[src/rtl/spi_frame_rx.sv]
// spi_frame_rx: clk-domain oversampled SPI mode-0 slave that writes one NPIX-byte frame per CE-low window.
// Define SPI_RX_ECHO_EN to build the sdo echo of the previously completed byte; otherwise sdo is tied 0.
module spi_frame_rx #(
    parameter int NPIX = 64,
    parameter int PIXW = 6
) (
    input  logic                    clk,
    input  logic                    reset,
    input  logic                    spi_sck,
    input  logic                    sdi,
    input  logic                    CE,
    output logic                    sdo,
    output logic                    wr_en,
    output logic [$clog2(NPIX)-1:0] wr_addr,
    output logic [PIXW-1:0]         wr_data,
    output logic                    frame_done,
    output logic                    frame_err,
    output logic                    busy
);
    localparam int AW = $clog2(NPIX);
    localparam logic [AW:0] FULL     = (AW+1)'(NPIX);
    localparam logic [AW:0] BYTE_ONE = (AW+1)'(1);
`ifdef SPI_RX_ECHO_EN
    localparam int SW = 8;
`else
    localparam int SW = PIXW;
`endif

    typedef enum logic [1:0] {WAIT_HI, IDLE, RECV} state_t;

    logic          sck_p0, sck_p1, sck_p2;
    logic          ce_p0, ce_p1, ce_p2;
    logic          sdi_p0, sdi_p1;
    logic          sck_rise, ce_fall, ce_rise;

    state_t        state_q, state_d;
    logic [2:0]    bit_cnt_q, bit_cnt_d;
    logic [AW:0]   byte_cnt_q, byte_cnt_d;
    logic          ovf_q, ovf_d;
    logic [SW-2:0] shift_q, shift_d;
    logic [SW-1:0] new_byte;
    logic          byte_wrap;
    logic          wr_en_d, done_d, err_d;
    logic [AW-1:0] wr_addr_d;
    logic [PIXW-1:0] wr_data_d;

    // Stage p0/p1: two-flop synchronisers; p2 plus the edge registers give one-cycle edge pulses.
    // The sck/CE chains reset low so a CE held low through reset never looks like a fresh edge.
    always_ff @(posedge clk) begin
        sdi_p0 <= sdi;
        sdi_p1 <= sdi_p0;
        if (!reset) begin
            sck_p0   <= 1'b0;
            sck_p1   <= 1'b0;
            sck_p2   <= 1'b0;
            ce_p0    <= 1'b0;
            ce_p1    <= 1'b0;
            ce_p2    <= 1'b0;
            sck_rise <= 1'b0;
            ce_fall  <= 1'b0;
            ce_rise  <= 1'b0;
        end else begin
            sck_p0   <= spi_sck;
            sck_p1   <= sck_p0;
            sck_p2   <= sck_p1;
            ce_p0    <= CE;
            ce_p1    <= ce_p0;
            ce_p2    <= ce_p1;
            sck_rise <= sck_p1 & ~sck_p2;
            ce_fall  <= ~ce_p1 & ce_p2;
            ce_rise  <= ce_p1 & ~ce_p2;
        end
    end

    assign new_byte  = {shift_q, sdi_p1};
    assign byte_wrap = (state_q == RECV) && sck_rise && (bit_cnt_q == 3'd7);

    always_comb begin
        state_d    = state_q;
        bit_cnt_d  = bit_cnt_q;
        byte_cnt_d = byte_cnt_q;
        ovf_d      = ovf_q;
        shift_d    = shift_q;
        wr_en_d    = 1'b0;
        wr_addr_d  = wr_addr;
        wr_data_d  = wr_data;
        done_d     = 1'b0;
        err_d      = 1'b0;
        case (state_q)
            WAIT_HI: begin
                if (ce_p1) state_d = IDLE;
            end
            IDLE: begin
                if (ce_fall) begin
                    state_d    = RECV;
                    bit_cnt_d  = 3'd0;
                    byte_cnt_d = '0;
                    ovf_d      = 1'b0;
                end
            end
            RECV: begin
                if (sck_rise) begin
                    shift_d   = new_byte[SW-2:0];
                    bit_cnt_d = bit_cnt_q + 3'd1;
                    if (byte_wrap) begin
                        if (!byte_cnt_q[AW]) begin
                            wr_en_d    = 1'b1;
                            wr_addr_d  = byte_cnt_q[AW-1:0];
                            wr_data_d  = new_byte[PIXW-1:0];
                            byte_cnt_d = byte_cnt_q + BYTE_ONE;
                        end else begin
                            ovf_d = 1'b1;
                        end
                    end
                end
                // Completion uses the post-sck counts so a last bit landing on the CE edge still counts.
                if (ce_rise) begin
                    state_d = IDLE;
                    if (byte_cnt_d == FULL && bit_cnt_d == 3'd0 && !ovf_d) done_d = 1'b1;
                    else                                                 err_d  = 1'b1;
                end
            end
            default: state_d = WAIT_HI;
        endcase
    end

    // Stage p3: frame state and registered write/status outputs.
    always_ff @(posedge clk) begin
        shift_q <= shift_d;
        if (!reset) begin
            state_q    <= WAIT_HI;
            bit_cnt_q  <= 3'd0;
            byte_cnt_q <= '0;
            ovf_q      <= 1'b0;
            wr_en      <= 1'b0;
            wr_addr    <= '0;
            wr_data    <= '0;
            frame_done <= 1'b0;
            frame_err  <= 1'b0;
        end else begin
            state_q    <= state_d;
            bit_cnt_q  <= bit_cnt_d;
            byte_cnt_q <= byte_cnt_d;
            ovf_q      <= ovf_d;
            wr_en      <= wr_en_d;
            wr_addr    <= wr_addr_d;
            wr_data    <= wr_data_d;
            frame_done <= done_d;
            frame_err  <= err_d;
        end
    end

    assign busy = (state_q == RECV);

`ifdef SPI_RX_ECHO_EN
    logic       sck_fall;
    logic       sdo_q;
    logic [7:0] echo_q;

    always_ff @(posedge clk) begin
        if (!reset) sck_fall <= 1'b0;
        else        sck_fall <= ~sck_p1 & sck_p2;
    end

    // Echo byte is cleared at frame start so the first byte of every frame shifts out zeros.
    always_ff @(posedge clk) begin
        if (!reset)                          sdo_q <= 1'b0;
        else if (state_q == IDLE && ce_fall) sdo_q <= 1'b0;
        else if (state_q == RECV && sck_fall) sdo_q <= echo_q[7];

        if (state_q == IDLE && ce_fall)       echo_q <= 8'h00;
        else if (byte_wrap)                   echo_q <= new_byte;
        else if (state_q == RECV && sck_fall) echo_q <= {echo_q[6:0], 1'b0};
    end

    assign sdo = sdo_q;
`else
    assign sdo = 1'b0;
`endif

endmodule
[config.mk]
export PLATFORM = sky130hd
export DESIGN_NAME = spi_frame_rx
export DESIGN_NICKNAME = d
export VERILOG_FILES = /design/src/rtl/spi_frame_rx.sv
export SDC_FILE = /design/constraint.sdc
export NUM_CORES = 1
export LEC_CHECK = 0
export CORE_UTILIZATION = 55
export DETAILED_ROUTE_END_ITERATION = 12
export GPL_TIMING_DRIVEN = 0
export PLACE_DENSITY = 0.88
export SYNTH_ARGS = -nofsm -noshare
export SYNTH_HDL_FRONTEND = slang
export SYNTH_SLANG_ARGS = --single-unit
[constraint.sdc]
create_clock -name clk -period 5.3 [get_ports clk]
set_input_delay 1.59 -clock clk [delete_from_list [all_inputs] [get_ports clk]]
set_output_delay 1.59 -clock clk [all_outputs]
set_load 0.03 [all_outputs]
==> flow_summary.json, run 1 <==
{
  "critPathBufInv": 2,
  "nNetsFinal": 209,
  "clk_latency_ns": 0.35,
  "syn2layout_area_growth_pct": 17.9,
  "hold_viol": 0,
  "finalInstanceArea_um2": 2030,
  "skew_ns": 0.00971,
  "maxSlewViolCount": 0,
  "regArea_um2": 931,
  "cts-root-buf": "clkbuf_4",
  "power_frac_seq_pct": 63.9,
  "hold_class": "register to register",
  "p_comb_share_pct": 2.8,
  "vdd_drop_max_mv": 0.157,
  "wire_per_inst_um": 13.9,
  "post-cts-setup-buffer-count": 0,
  "grt_pass1_vias": 1231,
  "die_width_um": 58.0,
  "p_per_area_nw_per_um2": 263,
  "setup_tns_ns": 0,
  "rsz0062_at_grt": "no",
  "num_vias": 1316,
  "synthAdderAreaFrac_pct": 2.18,
  "swShare_pct": 20.3,
  "synth_area_um2": 1720,
  "synth_top_area_cell": "dfxtp_1",
  "ctsResizeCount": 0,
  "antennaDiodeCount": 0,
  "critPathMaxStageDelay_ns": 0.71,
  "synth_top_family_by_area": "simple AND/OR/NAND/NOR gates",
  "die_height_um": 58.0,
  "synth_cell_types": 34,
  "internal-power_uw": 426,
  "synth_nets": 182,
  "core.rowCount": 19,
  "port_buffers": 20,
  "grt_pass1_wl_um": 5560,
  "p_leak_uw": 0.000762,
  "drc": 2,
  "postCtsHoldBufs": 0,
  "cts_tree": "yes",
  "fin_crit_sh_pct": 67.1,
  "antenna_found_initial": 0,
  "grt_usage_pct": 21.8,
  "synth.most_common_cell": "dfxtp_1",
  "period_needed_ns": 3.56,
  "gp_congestion": 0.904,
  "yosys-top-cells-count": "dfxtp_1 (39), nand2_1 (31), o21ai_0 (10), nor2_1 (9), nor2b_1 (9)",
  "cp_max_fo": 8,
  "yosysTopAreaCellShare_pct": 45.3,
  "synth-main-ff-cell": "dfxtp_1",
  "cts-buffers-inserted": 5,
  "synth.avg_cell_area_um2": 9.89,
  "synthCells": 174,
  "hpwl_um": 2400,
  "pin_count": 22,
  "reg2reg_from": "bit_cnt_q[0]$_SDFFE_PN0P_",
  "start_kind": "register",
  "drv_cap": 0,
  "cpLargestDelayFamily": "buffers and inverters",
  "synthXorXnorAreaFrac_pct": 0.509,
  "yosys.area_share.simple_pct": 22.9,
  "synth_compound_area_share_pct": 16.1,
  "ys_warn_count": 0,
  "multi_input_area_um2": 753,
  "ys_seq_area_share_pct": 54.1,
  "worst-endpoint-required_ns": 3.71,
  "drtIter0Drc": 56,
  "clkSinkCount": 44,
  "min-delay-start": "sdi_p0$_DFF_P_",
  "synth-edff-count": 5,
  "clockBufferDepth": 2,
  "grt_overflow": 0,
  "finalSetupViolCount": 0,
  "postRouteAntennaNets": 0,
  "path_cells": "nand2b_1 -> inv_1 -> clkdlybuf4s50_1",
  "vias_per_cell": 5.65,
  "dieArea_um2": 3360,
  "synth_area_leaders": "dfxtp_1 (45%), edfxtp_1 (8.7%), nand2_1 (6.8%)",
  "grt_max_degree": 14,
  "drt_pass1_iterations": 8,
  "pwr-share-clk_pct": 33.3,
  "initial_utilization_pct": 60.4,
  "layout-drive-gt1-share_pct": 6.44,
  "ys_seq_elements": 44,
  "async_flop_share_pct": 0,
  "htree_levels": 2,
  "fmax_ghz": 0.281,
  "core_um2": 2850,
  "endpoint_kind": "primary output",
  "startpoint": "state_q[1]$_SDFFE_PN0P_",
  "fill_cells": 221,
  "net-switching-power_uw": 108,
  "clk_pin_slew_ns": 0.11,
  "routed_wl_um": 3230,
  "synth_mux_area_share_pct": 1.82,
  "failed_checks": "design-rule violations",
  "cp.arrival_ns": 1.97,
  "status": "complete, but fails checks",
  "worst_path_max_delay_cell": "clkdlybuf4s50_1",
  "dpl_cell_area_um2": 1960,
  "path_class": "register to primary output"
}
## path summary, 6_finish.rpt
check,endpoint,slack (ns),cells after the start
worst min register to register,sdi_p1$_DFF_P_,0.34,0
worst max register to register,frame_done$_SDFF_PN0_,3.23,7
worst max-delay path,busy,1.74,3
worst min-delay path,sdi_p1$_DFF_P_,0.34,0
## power groups by stage
| stage | clock network (uW) | registers, uW | logic, uW |
|---|---|---|---|
| after detailed placement | 0 | 349 | 14.9 |
| after global routing | 189 | 342 | 16.2 |
| final | 178 | 342 | 14.9 |
| after floorplan | 0 | 348 | 9.28 |
| after global placement | 0 | 349 | 14.5 |
| after CTS | 181 | 342 | 14.9 |
## per-layer routing
metal / track usage (%) / share of wire, % / vias up
met5: 0 / 0 / -
li1: - / - / 654
met2: 37.1 / 50 / 27
met1: 26.6 / 45 / 630
met3: 6.03 / 4.0 / 5
met4: 7.82 / 1.1 / 0
## cell families (layout without fill, tap and decap cells)
family                     Yosys count  in the layout
AOI/OAI and AO/OA                   39             39
xor gates and xnor gates             1              1
adders and majority gates            3              3
buffers and inverters                9             37
DFF                                 44             44
muxes                                3              3
other                                1              1
and+or+nand+nor                     74             74
## cell type report
cell class / count / area share [%]
sequential: 44 / 45.9
inverter: 3 / 0.555
buffer: 6 / 1.29
tap: 31 / 1.91
multi-input combinational: 121 / 37.1
timing repair buffer: 20 / 9.86
clock buffer: 8 / 3.39
## metrics by stage
stage	setup WS (ns)	utilization [%]	instances	power, uW	hold WS [ns]
after floorplan	2.86	-	174	358	0.310
after global placement	2.16	68.7	225	363	0.312
after detailed placement	2.15	68.7	225	364	0.314
after CTS	1.75	71.1	233	538	0.341
after global routing	1.65	71.1	233	548	0.344
final	1.74	71.1	233	534	0.337
## sequential cells by signal (all words and copies together), names as in the netlist
register    cells
bit_cnt_q       3
byte_cnt_q      7
ce_fall         1
ce_p0           1
ce_p1           1
ce_p2           1
ce_rise         1
frame_done      1
frame_err       1
ovf_q           1
sck_p0          1
sck_p1          1
sck_p2          1
sck_rise        1
sdi_p0          1
sdi_p1          1
shift_q         5
state_q         2
wr_addr         6
wr_data         6
wr_en           1
## placed cells by master (no fill, tap or decap), types with 2 or more instances in the layout
cell type and count:
and2_1 8, nand3b_1 2, a31oi_1 5, dfxtp_1 39, clkbuf_4 5, a22oi_1 4
o21ai_0 10, clkbuf_8 2, nor2b_1 9, nor4_1 2, a21boi_1 7, ha_1 3
clkdlybuf4s50_1 20, a21oi_1 3, nor2_1 9, clkbuf_1 6, or3_1 2, nand3_1 4
mux2i_1 2, nand2_1 31, a21boi_0 7, inv_1 3, edfxtp_1 5
Power figures use the tool's default switching activity.
==> run 2: changes to the inputs <==
- CORE_UTILIZATION: 55 -> 53
- PLACE_DENSITY: 0.88 -> 0.86
- clock period: 5.3 -> 3.5 ns (I/O delays scaled with it)
==> run 2 against run 1 <==
Effect of this change:
- the flow now finishes without violations
- global-route usage about the same
- clock power grew 30%
- non-clock buffer count did not move
- sequential power grew 51%
- power grew 44%
- via count decreased by 0.46%
- register-to-register slack got worse by 1.8 ns
==> flow_summary.json, run 2 (synthesis gave the netlist of run 1 again) <==
{
  "start_kind": "register",
  "drv_cap": 0,
  "dieArea_um2": 3480,
  "routed_wl_um": 3310,
  "port_buffers": 20,
  "hold_class": "register to register",
  "reg2reg_depth": 7,
  "pin_count": 22,
  "grt_pass1_vias": 1300,
  "cp_max_fo": 8,
  "period_needed_ns": 3.06,
  "final_common_cell": "dfxtp_1",
  "critPathBufInv": 2,
  "p_leak_uw": 0.000751,
  "die_height_um": 59.0,
  "fmax_ghz": 0.327,
  "hpwl_um": 2360,
  "worst-endpoint-required_ns": 2.45,
  "gp_congestion": 0.874,
  "clk_pin_slew_ns": 0.12,
  "power_frac_seq_pct": 67.1,
  "hold_viol": 0,
  "setup_tns_ns": 0,
  "p_comb_share_pct": 2.9,
  "internal-power_uw": 604,
  "dpl_cell_area_um2": 1980,
  "finalInstanceArea_um2": 2030,
  "largest_reg_flops": 7,
  "reg2reg_from": "bit_cnt_q[0]$_SDFFE_PN0P_",
  "core_um2": 3080,
  "cts-root-buf": "clkbuf_4",
  "grt_pass1_wl_um": 5450,
  "reg_top3": "byte_cnt_q: 7 flops, wr_addr: 6 flops, wr_data: 6 flops",
  "status": "completed",
  "die_width_um": 59.0,
  "clockBufferDepth": 2,
  "finalSetupViolCount": 0,
  "path_class": "register to primary output",
  "min-delay-start": "sdi_p0$_DFF_P_",
  "htree_levels": 2,
  "grt_usage_pct": 21.9,
  "r2r_end": "wr_addr[3]$_SDFFE_PN0P_",
  "grt_max_degree": 13,
  "skew_ns": 0.0115,
  "wire_per_inst_um": 13.5,
  "ctsResizeCount": 0,
  "endpoint_kind": "primary output",
  "layout-drive-gt1-share_pct": 5.45,
  "p_per_area_nw_per_um2": 380,
  "fin_cells": 246,
  "cts-buffers-inserted": 5,
  "cts_tree": "yes",
  "hold_slack_ns": 0.339,
  "place_inst": 238,
  "startpoint": "state_q[1]$_SDFFE_PN0P_",
  "clkSinkCount": 44,
  "fill_cells": 255,
  "postRouteAntennaNets": 0,
  "worst_path_max_delay_cell": "clkdlybuf4s50_1",
  "swShare_pct": 21.6,
  "critPathMaxStageDelay_ns": 0.72,
  "cpLargestDelayFamily": "buffers and inverters",
  "hold_end": "sdi_p1$_DFF_P_",
  "net-switching-power_uw": 167,
  "pwr-share-clk_pct": 29.9,
  "post-cts-setup-buffer-count": 0,
  "postCtsHoldBufs": 0,
  "power_uw": 770,
  "antennaDiodeCount": 0,
  "vdd_drop_max_mv": 0.319,
  "grt_overflow": 0,
  "min_path_cells": 0,
  "r2r_setup_slack_ns": 1.45,
  "top_register": "byte_cnt_q",
  "fin_crit_sh_pct": 87.4,
  "antenna_found_initial": 0,
  "drt_pass1_iterations": 4,
  "syn2layout_area_growth_pct": 17.7,
  "final_cell_mix": "dfxtp_1 (39), nand2_1 (31), clkdlybuf4s50_1 (20), o21ai_0 (10)",
  "drc": 0,
  "vias_per_cell": 5.33,
  "num_vias": 1310,
  "cp.arrival_ns": 2.01,
  "initial_utilization_pct": 55.9,
  "path_cells": "nand2b_1 -> inv_1 -> clkdlybuf4s50_1",
  "drtIter0Drc": 48,
  "rsz0062_at_grt": "no",
  "maxSlewViolCount": 0,
  "clk_latency_ns": 0.36,
  "core.rowCount": 20,
  "nNetsFinal": 209
}
[run 2: cell count changes in the layout (fill, tap and decap cells not counted)]
cell and change:
clkbuf_1 +1, clkbuf_8 -2, clkinv_1 +1
[run 2: per-layer routing]
layer	vias up	global-route usage, %	wire [um]
met2	26	36.7	1670
met3	8	5.24	124
li1	654	-	-
met4	0	16.7	82
met5	-	0	0
met1	622	23.8	1440
[run 2: final cells by class]
type	instances	area, um^2	area share (%)
Multi-Input combinational cell	121	753	37.2
Timing Repair Buffer	20	200	9.88
Tap cell	44	55.1	2.72
Clock buffer	7	45.0	2.22
Buffer	6	26.3	1.30
Sequential cell	44	931	46.0
Clock inverter	1	3.75	0.185
Inverter	3	11.3	0.556
[run 2: worst register-to-register path, stage by stage (launching register included)]
cell and delay (ns):
dfxtp_1 0.36, ha_1 0.22, ha_1 0.22, and4b_1 0.25, nand2_1 0.26, clkbuf_1 0.41
nand2_1 0.11, a21boi_0 0.17
[run 2: worst max path at each step]
stage | endpoint | cells past startpoint | slack (ns)
CTS | busy | 3 | 0.44
global route | busy | 3 | 0.34
detailed placement | busy | 3 | 0.86
finish | busy | 3 | 0.44
global placement | busy | 3 | 0.88
floorplan | busy | 2 | 1.60
[run 2: per-stage QoR]
step           utilization (%)  worst slack, ns
6_report                  65.8            0.441
5_1_grt                   65.8            0.335
4_1_cts                   65.8            0.443
3_5_place_dp              64.2            0.856
3_3_place_gp              64.2            0.881
2_1_floorplan                -             1.60
[run 2: power by group through the flow]
stage | Sequential [uW] | Combinational [uW] | Clock (uW)
2_1_floorplan | 528 | 14.1 | 0
3_3_place_gp | 528 | 21.8 | 0
5_1_grt | 518 | 24.7 | 256
4_1_cts | 517 | 22.7 | 236
6_report | 517 | 22.7 | 231
3_5_place_dp | 529 | 22.5 | 0
